`src/rtl/arbiter_requester_pkg.sv`:
```
// Shared types for the round-robin arbiter client agent: buffered beat layout and FSM states.
// The module-level width parameters default to the widths below and must match them.
package arbiter_requester_pkg;

    localparam int unsigned PKG_ADDR_WIDTH = 32;
    localparam int unsigned PKG_DATA_WIDTH = 32;

    typedef struct packed {
        logic [PKG_ADDR_WIDTH-1:0] addr;
        logic                      wr;
        logic [PKG_DATA_WIDTH-1:0] wdata;
        logic                      last;
    } beat_t;

    typedef enum logic [1:0] {
        IDLE,
        ARB,
        BURST
    } state_e;

endpackage

```
`src/rtl/requester_fifo.sv`:
```
// Synchronous beat FIFO with occupancy count; a push into a full FIFO is accepted
// only when a pop happens in the same cycle.
module requester_fifo
    import arbiter_requester_pkg::*;
#(
    parameter int unsigned DEPTH = 4
) (
    input  logic                       clk,
    input  logic                       rst_n,
    input  logic                       push,
    input  beat_t                      din,
    input  logic                       pop,
    output beat_t                      head,
    output logic                       full,
    output logic                       empty,
    output logic [$clog2(DEPTH+1)-1:0] count
);

    localparam int unsigned PTR_W = $clog2(DEPTH);
    localparam int unsigned CNT_W = $clog2(DEPTH+1);

    beat_t            mem_q [DEPTH];
    logic [PTR_W-1:0] wr_ptr_q;
    logic [PTR_W-1:0] rd_ptr_q;
    logic [CNT_W-1:0] count_q;
    logic             do_push;
    logic             do_pop;

    assign full    = (count_q == CNT_W'(DEPTH));
    assign empty   = (count_q == '0);
    assign count   = count_q;
    assign head    = mem_q[rd_ptr_q];
    assign do_pop  = pop && !empty;
    assign do_push = push && (!full || do_pop);

    // NOTE: the storage array has no reset; only pointers and count define validity,
    // so resetting the data would just add reset fan-out for no functional gain.
    always_ff @(posedge clk) begin
        if (do_push) begin
            mem_q[wr_ptr_q] <= din;
        end
    end

    // Pointers wrap naturally because DEPTH is a power of two.
    always_ff @(posedge clk or negedge rst_n) begin
        if (!rst_n) begin
            wr_ptr_q <= '0;
            rd_ptr_q <= '0;
            count_q  <= '0;
        end else begin
            if (do_push) wr_ptr_q <= wr_ptr_q + PTR_W'(1);
            if (do_pop)  rd_ptr_q <= rd_ptr_q + PTR_W'(1);
            case ({do_push, do_pop})
                2'b10:   count_q <= count_q + CNT_W'(1);
                2'b01:   count_q <= count_q - CNT_W'(1);
                default: count_q <= count_q;
            endcase
        end
    end

endmodule

```
`src/rtl/arbiter_requester.sv`:
```
// Client agent for a round-robin arbiter: buffers locked beat sequences, requests once a whole
// sequence is queued, holds the grant across the sequence and returns read data to the master.
module arbiter_requester
    import arbiter_requester_pkg::*;
#(
    parameter int unsigned ADDR_WIDTH = PKG_ADDR_WIDTH,
    parameter int unsigned DATA_WIDTH = PKG_DATA_WIDTH,
    parameter int unsigned FIFO_DEPTH = 4
) (
    input  logic                  clk,
    input  logic                  rst_n,
    input  logic                  cmd_valid,
    output logic                  cmd_ready,
    input  logic [ADDR_WIDTH-1:0] cmd_addr,
    input  logic                  cmd_wr,
    input  logic [DATA_WIDTH-1:0] cmd_wdata,
    input  logic                  cmd_last,
    output logic                  request,
    input  logic                  grant,
    output logic                  hold,
    output logic                  bus_valid,
    output logic [ADDR_WIDTH-1:0] bus_addr,
    output logic                  bus_wr,
    output logic [DATA_WIDTH-1:0] bus_wdata,
    input  logic [DATA_WIDTH-1:0] bus_rdata,
    output logic                  rsp_valid,
    output logic [DATA_WIDTH-1:0] rsp_rdata,
    output logic                  seq_err
);

    localparam int unsigned CNT_W = $clog2(FIFO_DEPTH+1);

    beat_t            cmd_beat;
    beat_t            head;
    logic             fifo_full;
    logic             fifo_empty;
    logic [CNT_W-1:0] fifo_count;
    logic             push;
    logic             issue;
    logic             seq_inc;
    logic             seq_dec;
    state_e           state_q, state_d;
    state_e           after_last;
    logic [CNT_W-1:0] seq_count_q, seq_count_d;
    logic             seq_err_q, seq_err_d;
    logic             rsp_valid_q;

    assign cmd_ready = !fifo_full;
    assign push      = cmd_valid && cmd_ready;
    assign cmd_beat  = '{addr: cmd_addr, wr: cmd_wr, wdata: cmd_wdata, last: cmd_last};

    requester_fifo #(.DEPTH(FIFO_DEPTH)) u_fifo (
        .clk   (clk),
        .rst_n (rst_n),
        .push  (push),
        .din   (cmd_beat),
        .pop   (issue),
        .head  (head),
        .full  (fifo_full),
        .empty (fifo_empty),
        .count (fifo_count)
    );

    // request depends on state only, so there is no combinational grant -> request path.
    assign request   = (state_q != IDLE);
    assign issue     = request && grant && !fifo_empty;
    assign hold      = issue && !head.last;
    assign bus_valid = issue;
    assign bus_addr  = issue ? head.addr  : '0;
    assign bus_wr    = issue && head.wr;
    assign bus_wdata = issue ? head.wdata : '0;
    assign rsp_valid = rsp_valid_q;
    assign rsp_rdata = rsp_valid_q ? bus_rdata : '0;
    assign seq_err   = seq_err_q;

    assign seq_inc = push && cmd_last;
    assign seq_dec = issue && head.last;

    // NOTE: every always_comb output gets a default first so no path leaves it unassigned,
    // which would otherwise infer a latch.
    always_comb begin
        seq_count_d = seq_count_q;
        if (seq_inc && !seq_dec) begin
            seq_count_d = seq_count_q + CNT_W'(1);
        end else if (seq_dec && !seq_inc) begin
            seq_count_d = seq_count_q - CNT_W'(1);
        end
    end

    // Exits key off the post-update count so a sequence completing in this cycle is seen at once.
    always_comb begin
        state_d    = state_q;
        seq_err_d  = seq_err_q;
        after_last = (seq_count_d == '0) ? IDLE : ARB;
        case (state_q)
            IDLE: begin
                if (seq_count_d != '0) state_d = ARB;
            end
            ARB: begin
                if (grant) state_d = head.last ? after_last : BURST;
            end
            BURST: begin
                if (grant) begin
                    if (head.last) state_d = after_last;
                end else begin
                    seq_err_d = 1'b1;
                end
            end
            default: state_d = IDLE;
        endcase
        // A full buffer with no complete sequence can never drain: oversize sequence.
        if (fifo_count == CNT_W'(FIFO_DEPTH) && seq_count_q == '0) begin
            seq_err_d = 1'b1;
        end
    end

    always_ff @(posedge clk or negedge rst_n) begin
        if (!rst_n) begin
            state_q     <= IDLE;
            seq_count_q <= '0;
            seq_err_q   <= 1'b0;
            rsp_valid_q <= 1'b0;
        end else begin
            state_q     <= state_d;
            seq_count_q <= seq_count_d;
            seq_err_q   <= seq_err_d;
            rsp_valid_q <= issue && !head.wr;
        end
    end

endmodule

```
`config.mk`:
```
export PLATFORM = sky130hd
export DESIGN_NAME = arbiter_requester
export DESIGN_NICKNAME = d
export VERILOG_FILES = /design/src/rtl/arbiter_requester_pkg.sv /design/src/rtl/requester_fifo.sv /design/src/rtl/arbiter_requester.sv
export SDC_FILE = /design/constraint.sdc
export NUM_CORES = 1
export LEC_CHECK = 0
export CAP_MARGIN = 25
export CORE_UTILIZATION = 50
export CTS_CLUSTER_DIAMETER = 120
export CTS_CLUSTER_SIZE = 16
export DETAILED_ROUTE_END_ITERATION = 8
export DONT_BUFFER_PORTS = 1
export HOLD_SLACK_MARGIN = 0.1
export PLACE_DENSITY = 0.65
export SETUP_SLACK_MARGIN = 0.4
export SLEW_MARGIN = 20
export SYNTH_ARGS = -nofsm -noshare
export SYNTH_HDL_FRONTEND = slang
export SYNTH_SLANG_ARGS = --single-unit
```
`constraint.sdc`:
```
create_clock -name clk -period 7.9 [get_ports clk]
set_clock_uncertainty 0.15 [all_clocks]
set_input_delay 0.79 -clock clk [delete_from_list [all_inputs] [get_ports clk]]
set_output_delay 0.79 -clock clk [all_outputs]
set_load 0.01 [all_outputs]
```
==> out/results.ini <==
[timing]
rsz0062_at_grt = no
max_freq_ghz = 0.2544
finalWorstSetupSlack_ns = 3.969
final_hold_viol_count = 0
finalCriticalPeriod_ns = 3.931
worst_pin_slew_ns = 0.9791
maxSlewHeadroom_pct = 34.73
slew_viol_final = 0
setup_viol = 0
layout_worst_path_cycle_share_pct = 49.76
tns_ns = 0

[die]
ios = 205
fp.dieW_um = 150.6
start_util_pct = 51.69
die_y_um = 150.6
dieArea_um2 = 22670
core_um2 = 21350
rows = 53

[clock_network]
post_cts.repair.setup_buffers = 0
clock_tree.root_cell = clkbuf_16
clock_path_buffers = 3
clk_pin_slew_worst_paths_ns = 0.07
cts_buffers = 21
htreeDepth = 1
cts_tree = built
clk_latency_ns = 0.50
clkSinkCount = 278

[hold_path]
worstHoldStart = cmd_wdata[23]
holdPathStages = 0
hp-class = in2reg
whs_endpoint = u_fifo.mem_q[0][24]

[power_and_ir_drop]
power_switching_mw = 1.320
p_clk_share_pct = 21.8
total_power_mw = 4.327
power.leakage_nw = 4.032
vdd_drop_max_mv = 0.1750
p_sw_share_pct = 30.52
power_density_nw_per_um2 = 362.3
p_int_mw = 3.006
p_seq_share_pct = 49.7
comb_power_share_pct = 28.5

[routing]
routed_wl_um = 21230
dr.pass1.iters = 4
drtIter0Drc = 245
route.detailed.drc = 0
num_vias = 5102
ant_nets = 0
viasPerCell = 6.177
routedWlPerCell_um = 25.70

[logic_synthesis]
ys_async_sr_fraction_pct = 5.036
yosysWarnings = 0
syn_area_um2 = 11040
synth.area.top_cells = edfxtp_1 72%, mux4_2 13%, and3_1 3.9%
yosysUniqueCellTypes = 40
avgSynthCellArea_um2 = 20.25
synth_top_cell_by_area = edfxtp_1
synth-edff-count = 264
synthTopCellsByCount = 264 x edfxtp_1, 69 x and3_1, 66 x mux4_2, 33 x and2_1, 19 x clkbuf_1
synth-seq-cells = 278
ys_seq_area_share_pct = 75.00
synth-main-ff-cell = edfxtp_1
syn-num-nets = 656
yosysMostFrequentCell = edfxtp_1
synth_top_area_share_pct = 71.83
netlist_instances = 545

[cells_and_area]
drive_above_1_share_pct = 19.78
diodes = 0
fillCellCount = 1629
layout.cells.non_filler = 826
syn_to_final_growth_pct = 8.208
multi_input_area_um2 = 2597
seq_area_um2 = 8285
final_core_util_pct = 55.93
nets = 655

[worst_setup_path]
required_ns = 6.96
r2r_cells = 10
crit_path_start_kind = register
endpoint_kind = primary output
critPathKind = reg2out
r2r_end = u_fifo.count[2]
crit_fanout = 40
r2r_slack_ns = 4.75
cp.arrival_ns = 2.99
r2r-start = u_fifo.count[0]

[place]
placed_cells = 794
dp_slack_ns = 4.380
dp.final_hpwl_um = 12440
io_buffers = 0
gp_congestion = 0.7683

[run]
max_cap_violations = 0

[global_routing]
grt.overflow.total = 0
grt_pass1_vias = 5594
grt_pass1_wl_um = 31680
grt_max_degree = 70
antenna_found_initial = 0
track_usage_pct = 19.05

[run_status]
status = finished, final reports clean

## flip-flops by register name, summed over array words and instances, names as in the netlist
register,cells
u_fifo.rd_ptr_q,2
u_fifo.mem_q,264
u_fifo.wr_ptr_q,2
state_q,2
seq_err,1
u_fifo.count,3
rsp_valid,1
seq_count_q,3
## per-stage QoR
| stage | instance area, µm² | hold slack, ns |
|---|---|---|
| floorplan | 11040 | 0.2971 |
| global placement | 11310 | 0.3123 |
| detailed placement | 11350 | 0.3409 |
| CTS | 11920 | 0.2129 |
| global route | 11940 | 0.2104 |
| finish | 11940 | 0.2330 |
## repair_timing
item,4_1_cts,5_1_grt
hold endpoints to repair,14,0
gates resized for setup,0,0
hold buffers,1,0
## cell usage in the layout, fill, tap and decap left out, types with 2 or more instances in the layout
master / synthesis / final
a21oi_1: 2 / 2
and2_1: 33 / 33
and3_1: 69 / 65
and3_4: 0 / 4
buf_12: 0 / 3
buf_4: 3 / 5
clkbuf_1: 19 / 8
clkbuf_16: 0 / 21
dfrtp_1: 14 / 12
dfrtp_4: 0 / 2
edfxtp_1: 264 / 264
ha_1: 8 / 8
inv_1: 11 / 11
mux4_2: 66 / 66
nand2_1: 6 / 6
nor2_1: 4 / 4
nor2b_1: 3 / 3
nor3_1: 2 / 2
nor3b_1: 2 / 2
xnor2_1: 6 / 6
xor2_1: 2 / 2
## routing by layer
metal	share of wire [%]	vias up	track usage (%)	wire length, µm
met1	39	2680	23.10	8248
met5	0	-	0	0
li1	-	2185	-	-
met2	51	211	33.27	10770
met4	1.5	0	4.750	322
met3	8.9	26	5.818	1889
## power by group through the flow
stage               Clock [mW]  Sequential, mW  Combinational [mW]
finish                   0.943            2.15                1.24
global route              1.03            2.19                1.34
CTS                      0.969            2.20                1.21
detailed placement           0            2.23                1.21
global placement             0            2.22                1.17
floorplan                    0            2.06                1.06
## critical path: stages (launching register included)
cell and delay (ns):
dfrtp_4 0.99, buf_4 0.65, mux4_2 0.57, and3_1 0.26
## layout make-up
class                           instances  share of cell area [%]
Clock buffer                           29                   4.652
Sequential cell                       278                   69.38
Multi-Input combinational cell        223                   21.75
Clock inverter                          1                 0.09429
Inverter                               11                  0.3457
Tap cell                              275                   2.881
Timing Repair Buffer                    9                  0.9010
## cells by family (layout without fill, tap and decap cells)
kind of cell | count (synthesis) | in the layout | synth area share, %
AOI/OAI and AO/OA | 14 | 14 | 1.111
xor gates and xnor gates | 8 | 8 | 0.6349
adders and majority gates | 9 | 9 | 1.088
buffers and inverters | 44 | 50 | 1.666
DFF | 278 | 278 | 75.00
muxes | 68 | 68 | 13.66
and+or+nand+nor | 124 | 124 | 6.836
## how the worst max path moves through the flow
stage,endpoint,from,cells past startpoint
2_1_floorplan,u_fifo.mem_q[0][0],cmd_valid,1
3_3_place_gp,bus_wdata[2],u_fifo.rd_ptr_q[0],3
3_5_place_dp,bus_addr[27],u_fifo.rd_ptr_q[0],3
4_1_cts,bus_addr[31],u_fifo.rd_ptr_q[0],3
5_1_grt,bus_wdata[3],u_fifo.rd_ptr_q[0],3
6_report,bus_wdata[3],u_fifo.rd_ptr_q[0],3
(Power assumes the default switching activity.)
